**src/rtl/io_bank_fx_if.sv**
```systemverilog
// io_bank_fx_if: core-side IO bus between the processor core and io_bank_fx.
//
// Signals
//   req_in   : core read strobe, one cycle per read
//   addr_in  : read port select
//   io_in    : read data returned to the core (combinational in the bank)
//   out_en   : core write strobe
//   addr_out : write port select
//   data_out : write data from the core
//
// Handshake: a read completes in the cycle req_in is high (io_in is sampled
// by the core in that same cycle); a write completes at the edge where
// out_en is high. Neither side can stall the other on this bus.
//
// Modports
//   master : the core (drives strobes, addresses, write data)
//   slave  : the IO bank (drives read data)
interface io_bank_fx_if #(
  parameter int NUBITS = 32,
  parameter int NUIOIN = 8,
  parameter int NUIOOU = 8
);
  localparam int AIW = (NUIOIN > 1) ? $clog2(NUIOIN) : 1;
  localparam int AOW = (NUIOOU > 1) ? $clog2(NUIOOU) : 1;

  logic              req_in;
  logic [AIW-1:0]    addr_in;
  logic [NUBITS-1:0] io_in;
  logic              out_en;
  logic [AOW-1:0]    addr_out;
  logic [NUBITS-1:0] data_out;

  modport master (
    output req_in, addr_in, out_en, addr_out, data_out,
    input  io_in
  );

  modport slave (
    input  req_in, addr_in, out_en, addr_out, data_out,
    output io_in
  );
endinterface

```
**src/rtl/io_bank_fx.sv**
```systemverilog
// io_bank_fx: responder side of the core IO bus.
//
// NUIOIN input ports, each a one-entry holding stage with a valid/ready
// handshake toward an external producer, and NUIOOU registered output ports
// with a one-cycle write strobe toward external consumers.
//
// Optional feature macro: IO_FIFO_EN
//   defined   : input port 0 is an FDEPTH-entry FIFO instead of a holding
//               register.
//   undefined : port 0 is a plain holding register like every other port.
//
// Ports
//   clk         : clock, rising edge
//   rst         : asynchronous active-low reset
//   bus         : core bus (io_bank_fx_if.slave)
//   in_data     : producer data, port i at [i*NUBITS +: NUBITS]
//   in_valid    : producer valid, one bit per port
//   in_ready    : port can accept; transfer when valid & ready at an edge
//   out_data    : registered output values, same packing as in_data
//   out_stb     : one-cycle pulse per written output port
//   in_underrun : sticky, port was read while empty
//
// Producer handshake: a word moves when in_valid[i] & in_ready[i] are both
// high at a rising edge. in_ready comes straight from a flop, so it never
// depends combinationally on the core's read strobe.
module io_bank_fx #(
  parameter int NUBITS = 32,
  parameter int NUIOIN = 8,
  parameter int NUIOOU = 8,
  parameter int FDEPTH = 4
) (
  input  logic                     clk,
  input  logic                     rst,
  io_bank_fx_if.slave              bus,
  input  logic [NUIOIN*NUBITS-1:0] in_data,
  input  logic [NUIOIN-1:0]        in_valid,
  output logic [NUIOIN-1:0]        in_ready,
  output logic [NUIOOU*NUBITS-1:0] out_data,
  output logic [NUIOOU-1:0]        out_stb,
  output logic [NUIOIN-1:0]        in_underrun
);
  localparam int AIW = (NUIOIN > 1) ? $clog2(NUIOIN) : 1;
  localparam int AOW = (NUIOOU > 1) ? $clog2(NUIOOU) : 1;

`ifdef IO_FIFO_EN
  localparam int PW        = (FDEPTH > 1) ? $clog2(FDEPTH) : 1;
  // Port 0 is served by the FIFO; the register loop starts at port 1.
  localparam int FIRST_REG = 1;
`else
  localparam int FIRST_REG = 0;
`endif

  // Holding stages. With the FIFO, hold_q[0] keeps the last popped value
  // and full_q[0] mirrors "FIFO full" so in_ready stays a plain ~full_q.
  logic [NUBITS-1:0]        hold_q [NUIOIN];
  logic [NUBITS-1:0]        hold_d [NUIOIN];
  logic [NUIOIN-1:0]        full_q, full_d;
  logic [NUIOIN-1:0]        underrun_q, underrun_d;
  logic [NUIOOU*NUBITS-1:0] out_data_q, out_data_d;
  logic [NUIOOU-1:0]        out_stb_q, out_stb_d;

  logic [AIW-1:0]    rd_idx;
  logic [AOW-1:0]    wr_idx;
  logic              rd_in_range, wr_in_range;
  logic              rd_hit;
  logic [NUIOIN-1:0] port_avail;  // port holds unread data
  logic [NUBITS-1:0] io_in_w;

  assign rd_idx = bus.addr_in;
  assign wr_idx = bus.addr_out;

  // Address range checks only exist for non-power-of-two port counts.
  if (NUIOIN == (1 << AIW)) begin : g_rd_all
    assign rd_in_range = 1'b1;
  end else begin : g_rd_part
    assign rd_in_range = ({1'b0, rd_idx} < (AIW+1)'(NUIOIN));
  end

  if (NUIOOU == (1 << AOW)) begin : g_wr_all
    assign wr_in_range = 1'b1;
  end else begin : g_wr_part
    assign wr_in_range = ({1'b0, wr_idx} < (AOW+1)'(NUIOOU));
  end

  assign rd_hit = bus.req_in & rd_in_range;

`ifdef IO_FIFO_EN
  logic [NUBITS-1:0] fifo_mem_q [FDEPTH];
  logic [NUBITS-1:0] fifo_mem_d [FDEPTH];
  logic [PW-1:0]     wr_ptr_q, wr_ptr_d, rd_ptr_q, rd_ptr_d;
  logic [PW:0]       count_q, count_d;
  logic              fifo_empty, fifo_full, push, pop;

  assign fifo_empty = (count_q == '0);
  assign fifo_full  = (count_q == (PW+1)'(FDEPTH));
  assign push       = in_valid[0] & ~fifo_full;
  assign pop        = rd_hit & (rd_idx == '0) & ~fifo_empty;
`endif

  always_comb begin
    port_avail = full_q;
`ifdef IO_FIFO_EN
    port_avail[0] = ~fifo_empty;
`endif
  end

  // Next-state for input ports.
  always_comb begin
    hold_d     = hold_q;
    full_d     = full_q;
    underrun_d = underrun_q;

    // A full port has in_ready low, so a producer write and a read of the
    // same full port can never collide: the read always gets the old word.
    for (int i = FIRST_REG; i < NUIOIN; i++) begin
      if (in_valid[i] && !full_q[i]) begin
        hold_d[i] = in_data[i*NUBITS +: NUBITS];
        full_d[i] = 1'b1;
      end
    end

    if (rd_hit) begin
      if (port_avail[rd_idx]) full_d[rd_idx]     = 1'b0;
      else                    underrun_d[rd_idx] = 1'b1;
    end

`ifdef IO_FIFO_EN
    fifo_mem_d = fifo_mem_q;
    wr_ptr_d   = wr_ptr_q;
    rd_ptr_d   = rd_ptr_q;
    if (push) begin
      fifo_mem_d[wr_ptr_q] = in_data[NUBITS-1:0];
      wr_ptr_d             = wr_ptr_q + 1'b1;
    end
    if (pop) begin
      hold_d[0] = fifo_mem_q[rd_ptr_q];
      rd_ptr_d  = rd_ptr_q + 1'b1;
    end
    case ({push, pop})
      2'b10:   count_d = count_q + 1'b1;
      2'b01:   count_d = count_q - 1'b1;
      default: count_d = count_q;
    endcase
    full_d[0] = (count_d == (PW+1)'(FDEPTH));
`endif
  end

  // Output slots: strobes are single-cycle, data persists.
  always_comb begin
    out_data_d = out_data_q;
    out_stb_d  = '0;
    if (bus.out_en && wr_in_range) begin
      out_data_d[int'(wr_idx)*NUBITS +: NUBITS] = bus.data_out;
      out_stb_d[wr_idx]                          = 1'b1;
    end
  end

  // Read data is combinational from addr_in regardless of req_in.
  always_comb begin
    io_in_w = '0;
    if (rd_in_range) io_in_w = hold_q[rd_idx];
`ifdef IO_FIFO_EN
    if (rd_in_range && (rd_idx == '0) && !fifo_empty) io_in_w = fifo_mem_q[rd_ptr_q];
`endif
  end

  always_ff @(posedge clk or negedge rst) begin
    if (!rst) begin
      for (int i = 0; i < NUIOIN; i++) hold_q[i] <= '0;
      full_q     <= '0;
      underrun_q <= '0;
      out_data_q <= '0;
      out_stb_q  <= '0;
    end else begin
      for (int i = 0; i < NUIOIN; i++) hold_q[i] <= hold_d[i];
      full_q     <= full_d;
      underrun_q <= underrun_d;
      out_data_q <= out_data_d;
      out_stb_q  <= out_stb_d;
    end
  end

`ifdef IO_FIFO_EN
  always_ff @(posedge clk or negedge rst) begin
    if (!rst) begin
      for (int i = 0; i < FDEPTH; i++) fifo_mem_q[i] <= '0;
      wr_ptr_q <= '0;
      rd_ptr_q <= '0;
      count_q  <= '0;
    end else begin
      for (int i = 0; i < FDEPTH; i++) fifo_mem_q[i] <= fifo_mem_d[i];
      wr_ptr_q <= wr_ptr_d;
      rd_ptr_q <= rd_ptr_d;
      count_q  <= count_d;
    end
  end
`endif

  assign bus.io_in   = io_in_w;
  assign in_ready    = ~full_q;
  assign out_data    = out_data_q;
  assign out_stb     = out_stb_q;
  assign in_underrun = underrun_q;

endmodule

```
**src/flat_wrapper.sv**
```systemverilog
// flat-port wrapper written by rule: the top's interface ports become plain ports
module io_bank_fx_flat 
#(
  parameter int NUBITS = 32,
  parameter int NUIOIN = 8,
  parameter int NUIOOU = 8,
  parameter int FDEPTH = 4
)
  (clk, rst, in_data, in_valid, in_ready, out_data, out_stb, in_underrun, bus_req_in, bus_addr_in, bus_out_en, bus_addr_out, bus_data_out, bus_io_in);
  io_bank_fx_if #(.NUBITS(NUBITS), .NUIOIN(NUIOIN), .NUIOOU(NUIOOU)) bus_i ();
  input  logic clk;
  input  logic rst;
  input  logic [NUIOIN*NUBITS-1:0] in_data;
  input  logic [NUIOIN-1:0] in_valid;
  output logic [NUIOIN-1:0] in_ready;
  output logic [NUIOOU*NUBITS-1:0] out_data;
  output logic [NUIOOU-1:0] out_stb;
  output logic [NUIOIN-1:0] in_underrun;
  input wire logic [$bits(bus_i.req_in)-1:0] bus_req_in;
  input wire logic [$bits(bus_i.addr_in)-1:0] bus_addr_in;
  input wire logic [$bits(bus_i.out_en)-1:0] bus_out_en;
  input wire logic [$bits(bus_i.addr_out)-1:0] bus_addr_out;
  input wire logic [$bits(bus_i.data_out)-1:0] bus_data_out;
  output wire logic [$bits(bus_i.io_in)-1:0] bus_io_in;
  assign bus_i.req_in = bus_req_in;
  assign bus_i.addr_in = bus_addr_in;
  assign bus_i.out_en = bus_out_en;
  assign bus_i.addr_out = bus_addr_out;
  assign bus_i.data_out = bus_data_out;
  assign bus_io_in = bus_i.io_in;
  io_bank_fx #(.NUBITS(NUBITS), .NUIOIN(NUIOIN), .NUIOOU(NUIOOU), .FDEPTH(FDEPTH)) u_core (.clk(clk), .rst(rst), .bus(bus_i), .in_data(in_data), .in_valid(in_valid), .in_ready(in_ready), .out_data(out_data), .out_stb(out_stb), .in_underrun(in_underrun));
endmodule
```
**config.mk**
```make
export PLATFORM = sky130hd
export DESIGN_NAME = io_bank_fx_flat
export DESIGN_NICKNAME = d
export VERILOG_FILES = /design/src/rtl/io_bank_fx_if.sv /design/src/rtl/io_bank_fx.sv /design/src/flat_wrapper.sv
export SDC_FILE = /design/constraint.sdc
export NUM_CORES = 1
export LEC_CHECK = 0
export ABC_AREA = 1
export BUFFER_PORTS_ARGS = -buffer_cell sky130_fd_sc_hd__buf_2
export CAP_MARGIN = 10
export CORE_AREA = 10 10 231 233
export CTS_BUF_LIST = sky130_fd_sc_hd__clkbuf_16
export CTS_CLUSTER_DIAMETER = 100
export DETAILED_ROUTE_END_ITERATION = 7
export DIE_AREA = 0 0 241 243
export HOLD_SLACK_MARGIN = 0.15
export PLACE_DENSITY = 0.77
export SLEW_MARGIN = 15
export SYNTH_ARGS = -nofsm -noshare
export SYNTH_HDL_FRONTEND = slang
export SYNTH_SLANG_ARGS = --single-unit
```
**constraint.sdc**
```tcl
create_clock -name clk -period 1.7 [get_ports clk]
set_input_delay 0.255 -clock clk [delete_from_list [all_inputs] [get_ports clk]]
set_output_delay 0.255 -clock clk [all_outputs]
set_load 0.01 [all_outputs]
```
==> results.md, run 1 <==
* Status: finished, violations left
* Failing checks: setup timing
* Worst-path clk slew at around 0.06 ns
* First-pass GRT wire length at 154000 microns
* Synthesis Warnings at 0
* Post-DP HPWL at 68200 microns
* FMAX at 0.397 GHz
* Clock buffer depth at 3
* DR iter-0 viols at 2616
* Post-Syn Nets at ~2600
* Power Total at around 40 mW
* Placed Instances at around 3500
* Later-pin clock latency in the skew report at 0.65 ns
* # IOs at 618
* Worst-Margin Slew at 0.619 ns
* Full die area at 0.0586 sq mm
* Met2 wire len at around 48000 microns
* Sequential share of the synthesized area at 58.8%
* Sw Share at 32.3%
* Buffer and inverter count on the worst path at 3
* Initial Util at 46.9%
* Worst setup margin at -0.818 ns
* Tmin final at approximately 2.5 ns
* DIE HEIGHT at 243 microns
* TritonCTS clock tree: yes
* Setup violators final at 186
* Post-layout instance area at 0.0330 sq mm
* Arrival time worst endpoint at 2.26 ns
* HP Class: input port to flip-flop
* DRC violations left at 0
* GRT Total Usage at 35.1%
* Hold_ws at 0.285 ns
* Final period util at 148%
* Grt ovf at 0
* Avg Inst Size Synth at 10.2 sq um
* Maximum vdd drop at 882 uV
* ANT nets after route at 0
* Initial antenna violation count at 40
* Via density at 5.79
* Pleak at 16.6 nW
* Met1 wire length at 37300 microns
* Worst clock skew at 0.0407 ns
* Critical Path End Type: output port
* Port Buf Inserts at 617
* CORE AREA at about 0.049 sq mm
* Seq pwr share at 45.5%
* Root buf cell: clkbuf_16
* Pre-CTS setup slack at -0.503 ns
* NetSw at around 13 mW
* Setup TNS at -16.72 ns
* Global placement routability congestion at 0.980
* Final hold violations at 0
* Clock power frac at 30.0%
* Vias at about 23000
* CP delay by family, top: simple AND/OR/NAND/NOR gates
* DP Area at 0.0278 sq mm
* Layout Cells excl Fill at 3943
* Setup crit start kind: flip-flop
* FP Rows at 81
* Share of cells above drive strength 1 at 36.9%
* Mapped Area at around 0.023 sq mm
* Combinational power share at between 20% and 30%
* Pwr Density at 1210 mW/mm^2
* Number of max-cap violations at 0
* Commonest non-fill, non-tap cell in the layout: buf_2
* Metal3 WL at 13400 microns
* Final Slew Violations at 0
* Final core occ at 67.8%
* DR WL/cell at between 20 and 30 microns
* Synth Instances at ~2200
* Top layer in use: met5
* Worst relative slew slack at slightly below 60%
* H-tree depth at 2
* CP max stage delay at 0.48 ns
* TritonCTS Buffers at 56
* Layout Nets at 3556
* Seq cells post-synth at 536
* Die extent in x at about 240 microns
* Vias in the first global route at 23709
* Most frequent cells in the layout: 606 x buf_2, 536 x dfrtp_1, 446 x nand2_1
* Area grow syn2layout at 44.7%
* Synth cell types at 30
* Largest net degree at the start of global routing at 63
* Clock Sinks at 536
* Final WL at 107000 microns
* RSZ-0062 raised after global routing: yes
* DRT Pass-1 Iters at 6
* Pint at about 27 mW
* Maximum fanout along the worst path at 2
* CP cell instances: inv_2 -> nand2_1 -> o211ai_1 -> o21ai_2 -> inv_1 -> nand4_1 -> buf_2
* Worst path slowest cell: nand4_1
* Class of the most critical setup path: flip-flop to output port
* Required @ worst endpoint at 1.44 ns
==> sequential cells by signal, indices dropped and copies added (netlist names) <==
signal	count
u_core.in_underrun	8
u_core.hold_q	256
u_core.full_q	8
u_core.out_stb	8
u_core.out_data	256
==> what timing repair did <==
action / in CTS / in global routing
hold endpoints to repair: 937 / 5
cloned: 0 / 3
resized for setup: 68 / 64
endpoints found under the setup margin: 32 / 256
pin swaps: 29 / 34
hold buffers: 303 / 1
setup buffers: 5 / 4
==> worst paths after layout <==
check                                                     start                                end  slack [ns]  cells past startpoint
worst max-delay path              u_core.hold_q[82]$_DFFE_PN0P_                      bus_io_in[18]       -0.82                      7
worst min-delay path                            bus_addr_out[0]    u_core.out_data[55]$_DFFE_PN0P_        0.28                      5
worst max register to register       u_core.full_q[7]$_DFF_PN0_      u_core.hold_q[30]$_DFFE_PN0P_        0.08                      4
worst min register to register  u_core.out_data[94]$_DFFE_PN0P_    u_core.out_data[94]$_DFFE_PN0P_        0.48                      2
max in group asynchronous                                   rst     u_core.hold_q[143]$_DFFE_PN0P_        0.88                      4
min in group asynchronous                                   rst  u_core.in_underrun[7]$_DFFE_PN0P_        0.33                      3
==> routing by layer <==
layer	track usage, %	vias up
met1	40.1	10982
li1	-	9441
met4	22.2	26
met5	0.865	-
met3	14.3	541
met2	53.7	1822
==> cells in the mapped netlist <==
library cell,number,area share (%)
o21ai_1,156,3.4
buf_4,5,0.16
o21bai_1,8,0.26
o21ai_2,12,0.46
inv_1,135,2.2
dfrtp_1,536,59
inv_2,7,0.12
nand2_4,2,0.099
buf_1,4,0.066
nor2_1,196,3.2
mux2_2,243,12
nor2_4,3,0.15
nor2_2,3,0.082
buf_2,84,1.8
nand4_4,1,0.093
nand3b_1,18,0.59
buf_6,13,0.64
inv_4,1,0.027
clkbuf_1,27,0.44
nand3_2,3,0.13
ha_1,3,0.16
a21oi_1,21,0.46
o21ai_0,165,3.6
nor3_1,56,1.2
nand2_2,5,0.14
nand3_1,43,0.94
o31ai_1,1,0.033
nand4_1,17,0.47
nand2_1,463,7.6
o211ai_1,13,0.43
==> power by group through the flow <==
stage               Clock (mW)  Combinational, mW  Sequential (mW)
floorplan                    0               3.96             17.9
global placement             0               8.08             17.8
detailed placement           0               8.32             17.9
CTS                       11.9               9.06             17.8
global route              12.6               10.5             18.4
finish                    12.0               9.77             18.2
==> area by class of cell <==
| type | instances | area (sq um) |
|---|---|---|
| antenna | 29 | 72.6 |
| clock buffer | 56 | 1400 |
| sequential | 536 | 13400 |
| clock inverter | 47 | 338 |
| fill | 3349 | 15700 |
| tap | 622 | 778 |
| multi-input combinational | 1432 | 8450 |
| inverter | 143 | 567 |
| timing repair buffer | 1078 | 7980 |
==> tightest hold or removal path: cells and delay by family <==
kind	cells	cell delay, ns
AOI/OAI and AO/OA	1	0.06
buffers and inverters	2	0.23
and+or+nand+nor	1	0.08
adders and majority gates	1	0.22
==> cells by family after synthesis <==
logic type | count (synthesis) | share of synthesized area (%)
simple gates | 810 | 14.8
flops | 536 | 58.8
compound gates | 376 | 8.69
buf+inv | 276 | 5.53
mux | 243 | 12.0
fa+ha+maj | 3 | 0.165
Power figures use the tool's default switching activity.
==> inputs of run 2 (changes only) <==
--- a/config.mk
+++ b/config.mk
@@ -15,6 +15,7 @@
 export DIE_AREA = 0 0 241 243
 export HOLD_SLACK_MARGIN = 0.15
 export PLACE_DENSITY = 0.77
+export RECOVER_POWER = 50
 export SLEW_MARGIN = 15
 export SYNTH_ARGS = -nofsm -noshare
 export SYNTH_HDL_FRONTEND = slang
==> run 2 against run 1 <==
  * The flow still finishes with violations (setup timing)
  * Clock power barely moved
  * Design area fell by 0.69%
  * Via count about the same
  * Global-route usage did not move
  * Hold slack improved by 0.0039 ns
  * Maximum frequency is 0.63% higher
  * First-iteration DRC count shrank 0.46%
  * Die area did not move
  * Register-to-register slack worse by 0.19 ns
==> results.md, run 2 (synthesis gave the netlist of run 1 again) <==
* Clock buffer depth at 3 (unchanged)
* Vias in the first global route at 23709 (unchanged)
* Worst-Margin Slew at 0.815 ns (+0.196 ns)
* FF+latch area at 0.0134 sq mm (unchanged)
* Sw Share at 32.4% (+0.075 points)
* Worst relative slew slack at 45.7% (-13 points)
* Clock Sinks at 536 (unchanged)
* Final period util at 147% (-0.93 points)
* Largest net degree at the start of global routing at 63 (unchanged)
* Hold_ws at 0.288 ns (+0.00391 ns)
* Setup crit start kind: flip-flop
* Required @ worst endpoint at 1.44 ns (about the same)
* Die extent in x at 241 microns (unchanged)
* DR iter-0 viols at 2604 (-0.46%)
* Layout fillers at 3397 (+1.4%)
* Setup crit start: u_core.hold_q[82]$_DFFE_PN0P_
* Pleak at 16.5 nW (-0.56%)
* Setup violators final at 241 (+30%)
* RSZ-0062 raised after global routing: yes
* GRT Total Usage at 35.1% (unchanged)
* # IOs at 618 (unchanged)
* Status: finished, violations left
* Worst R2R Start: u_core.full_q[5]$_DFF_PN0_
* DIE HEIGHT at 243 microns (unchanged)
* Worst clock skew at 0.0371 ns (-0.00361 ns)
* Number of max-cap violations at 0 (unchanged)
* Initial antenna violation count at 40 (unchanged)
* CORE AREA at 0.0486 sq mm (unchanged)
* FF-to-FF End: u_core.hold_q[88]$_DFFE_PN0P_
* Maximum fanout along the worst path at 2 (unchanged)
* First-pass GRT wire length at 154000 microns (unchanged)
* TritonCTS clock tree: yes
* TritonCTS Buffers at 56 (unchanged)
* Failing checks: setup timing
* CP endpoint: bus_io_in[18]
* Class of the most critical setup path: flip-flop to output port
* Worst-path clk slew at 0.06 ns (about the same)
* Later-pin clock latency in the skew report at 0.64 ns (about the same)
* Vias at 22834 (+0.096%)
* DRC violations left at 0 (unchanged)
* Initial Util at 46.9% (unchanged)
* Tmin final at 2.50 ns (-0.0158 ns)
* DRT Pass-1 Iters at 6 (unchanged)
* Via density at 5.79 (+0.15%)
* Final WL at 107000 microns (+0.40%)
* Setup TNS at -21.14 ns (-4.42 ns)
* DP Area at 0.0278 sq mm (unchanged)
* Critical Path End Type: output port
* Final hold violations at 0 (unchanged)
* ANT nets after route at 0 (unchanged)
* Share of cells above drive strength 1 at 36.8% (-0.12 points)
* Post-DP HPWL at 68200 microns (unchanged)
* Area grow syn2layout at 43.7%
* HP Class: input port to flip-flop
* Multi-input gate area at 0.00844 sq mm (about the same)
* R2R Setup Slk at -0.11 ns (-0.19 ns)
* R2R depth at 4 (unchanged)
* Grt ovf at 0 (unchanged)
* Clock power frac at 30.1% (about the same)
* H-tree depth at 2 (unchanged)
* Maximum vdd drop at 878 uV (-0.36%)
* Layout Nets at 3556 (unchanged)
* DR WL/cell at 27.2 microns (+0.45%)
* Pint at 27.0 mW (-0.20%)
* Global placement routability congestion at 0.980 (unchanged)
* Layout Cells excl Fill at 3941 (-0.051%)
* Post-layout instance area at 0.0328 sq mm (-0.69%)
* Most frequent cells in the layout: 606 x buf_2, 536 x dfrtp_1, 446 x nand2_1
* Commonest non-fill, non-tap cell in the layout: buf_2
* Placed Instances at 3507 (unchanged)
* FP Rows at 81 (unchanged)
* FMAX at 0.400 GHz (+0.63%)
* Final Slew Violations at 0 (unchanged)
* Port Buf Inserts at 617 (unchanged)
* Arrival time worst endpoint at 2.25 ns (about the same)
* Worst setup margin at -0.802 ns (+0.0158 ns)
* Seq pwr share at 45.5% (about the same)
* Pwr Density at 1220 mW/mm^2 (+0.61%)
* NetSw at 12.9 mW (+0.15%)
* Full die area at 0.0586 sq mm (unchanged)
* Root buf cell: clkbuf_16
* Combinational power share at 24.4% (about the same)
run 2: changes by cell type in the layout (fill, tap and decap cells not counted):
cell,delta
diode_2,-2
clkbuf_4,+11
nor2_4,-1
buf_4,-5
buf_6,+7
nor2_1,+1
buf_12,-18
clkbuf_2,+2
clkbuf_1,+3
run 2: worst min-delay path by stage:
| stage | from | endpoint | cells after the start | slack, ns |
|---|---|---|---|---|
| 3_3_place_gp | rst | u_core.in_underrun[7]$_DFFE_PN0P_ | 1 | 0.16 |
| 3_5_place_dp | rst | u_core.full_q[7]$_DFF_PN0_ | 1 | 0.16 |
| 5_1_grt | bus_addr_out[0] | u_core.out_data[55]$_DFFE_PN0P_ | 5 | 0.29 |
| 2_1_floorplan | rst | u_core.full_q[0]$_DFF_PN0_ | 0 | -0.04 |
| 6_report | bus_addr_out[0] | u_core.out_data[55]$_DFFE_PN0P_ | 5 | 0.29 |
| 4_1_cts | bus_addr_out[0] | u_core.out_data[96]$_DFFE_PN0P_ | 6 | 0.24 |
run 2: metal layers:
layer / wire length (microns) / global-route usage (%) / part of all wire [%] / vias up
li1: - / - / - / 9422
met2: 48000 / 53.7 / 45 / 1879
met3: 14000 / 14.3 / 13 / 537
met1: 37100 / 40.1 / 35 / 10960
met4: 7950 / 22.2 / 7.4 / 36
met5: 267 / 0.865 / 0.25 / -
run 2: critical path, cell delays in order (launching register included):
cell      delay (ns)
dfrtp_1         0.37
inv_2           0.07
nand2_1         0.05
o211ai_1        0.11
o21ai_2         0.14
inv_1           0.08
nand4_1         0.47
buf_2           0.35
run 2: power groups by stage:
stage	Combinational [mW]	Sequential, mW	Clock [mW]
final	9.73	18.2	12.0
after global routing	10.4	18.4	12.6
after CTS	9.06	17.8	11.9
after detailed placement	8.32	17.9	0
after global placement	8.08	17.8	0
after floorplan	3.96	17.9	0
run 2: area by class of cell:
class,count,area share (%)
repair buffers,1078,23.7
clock buffers,56,4.28
well taps,622,2.38
clock inverters,47,1.03
inverters,143,1.73
multi-input cells,1432,25.8
flip-flops and latches,536,40.9
diodes,27,0.206
run 2: metrics by stage:
step                setup WS, ns  util, %  total power [mW]
detailed placement        -0.503     57.1              26.2
global route              -0.966     67.3              41.4
CTS                       -0.538     67.1              38.8
finish                    -0.802     67.4              39.9
floorplan              -0.000213        -              21.8
global placement          -0.572     57.1              25.8
run 2: timing repair:
| item | CTS | global route |
|---|---|---|
| pin swaps | 29 | 34 |
| buffers inserted | 5 | 4 |
| endpoints found under the hold margin | 937 | 5 |
| cloned | 0 | 3 |
| resized for setup | 68 | 64 |
| hold buffers | 303 | 1 |
| endpoints found under the setup margin | 32 | 256 |
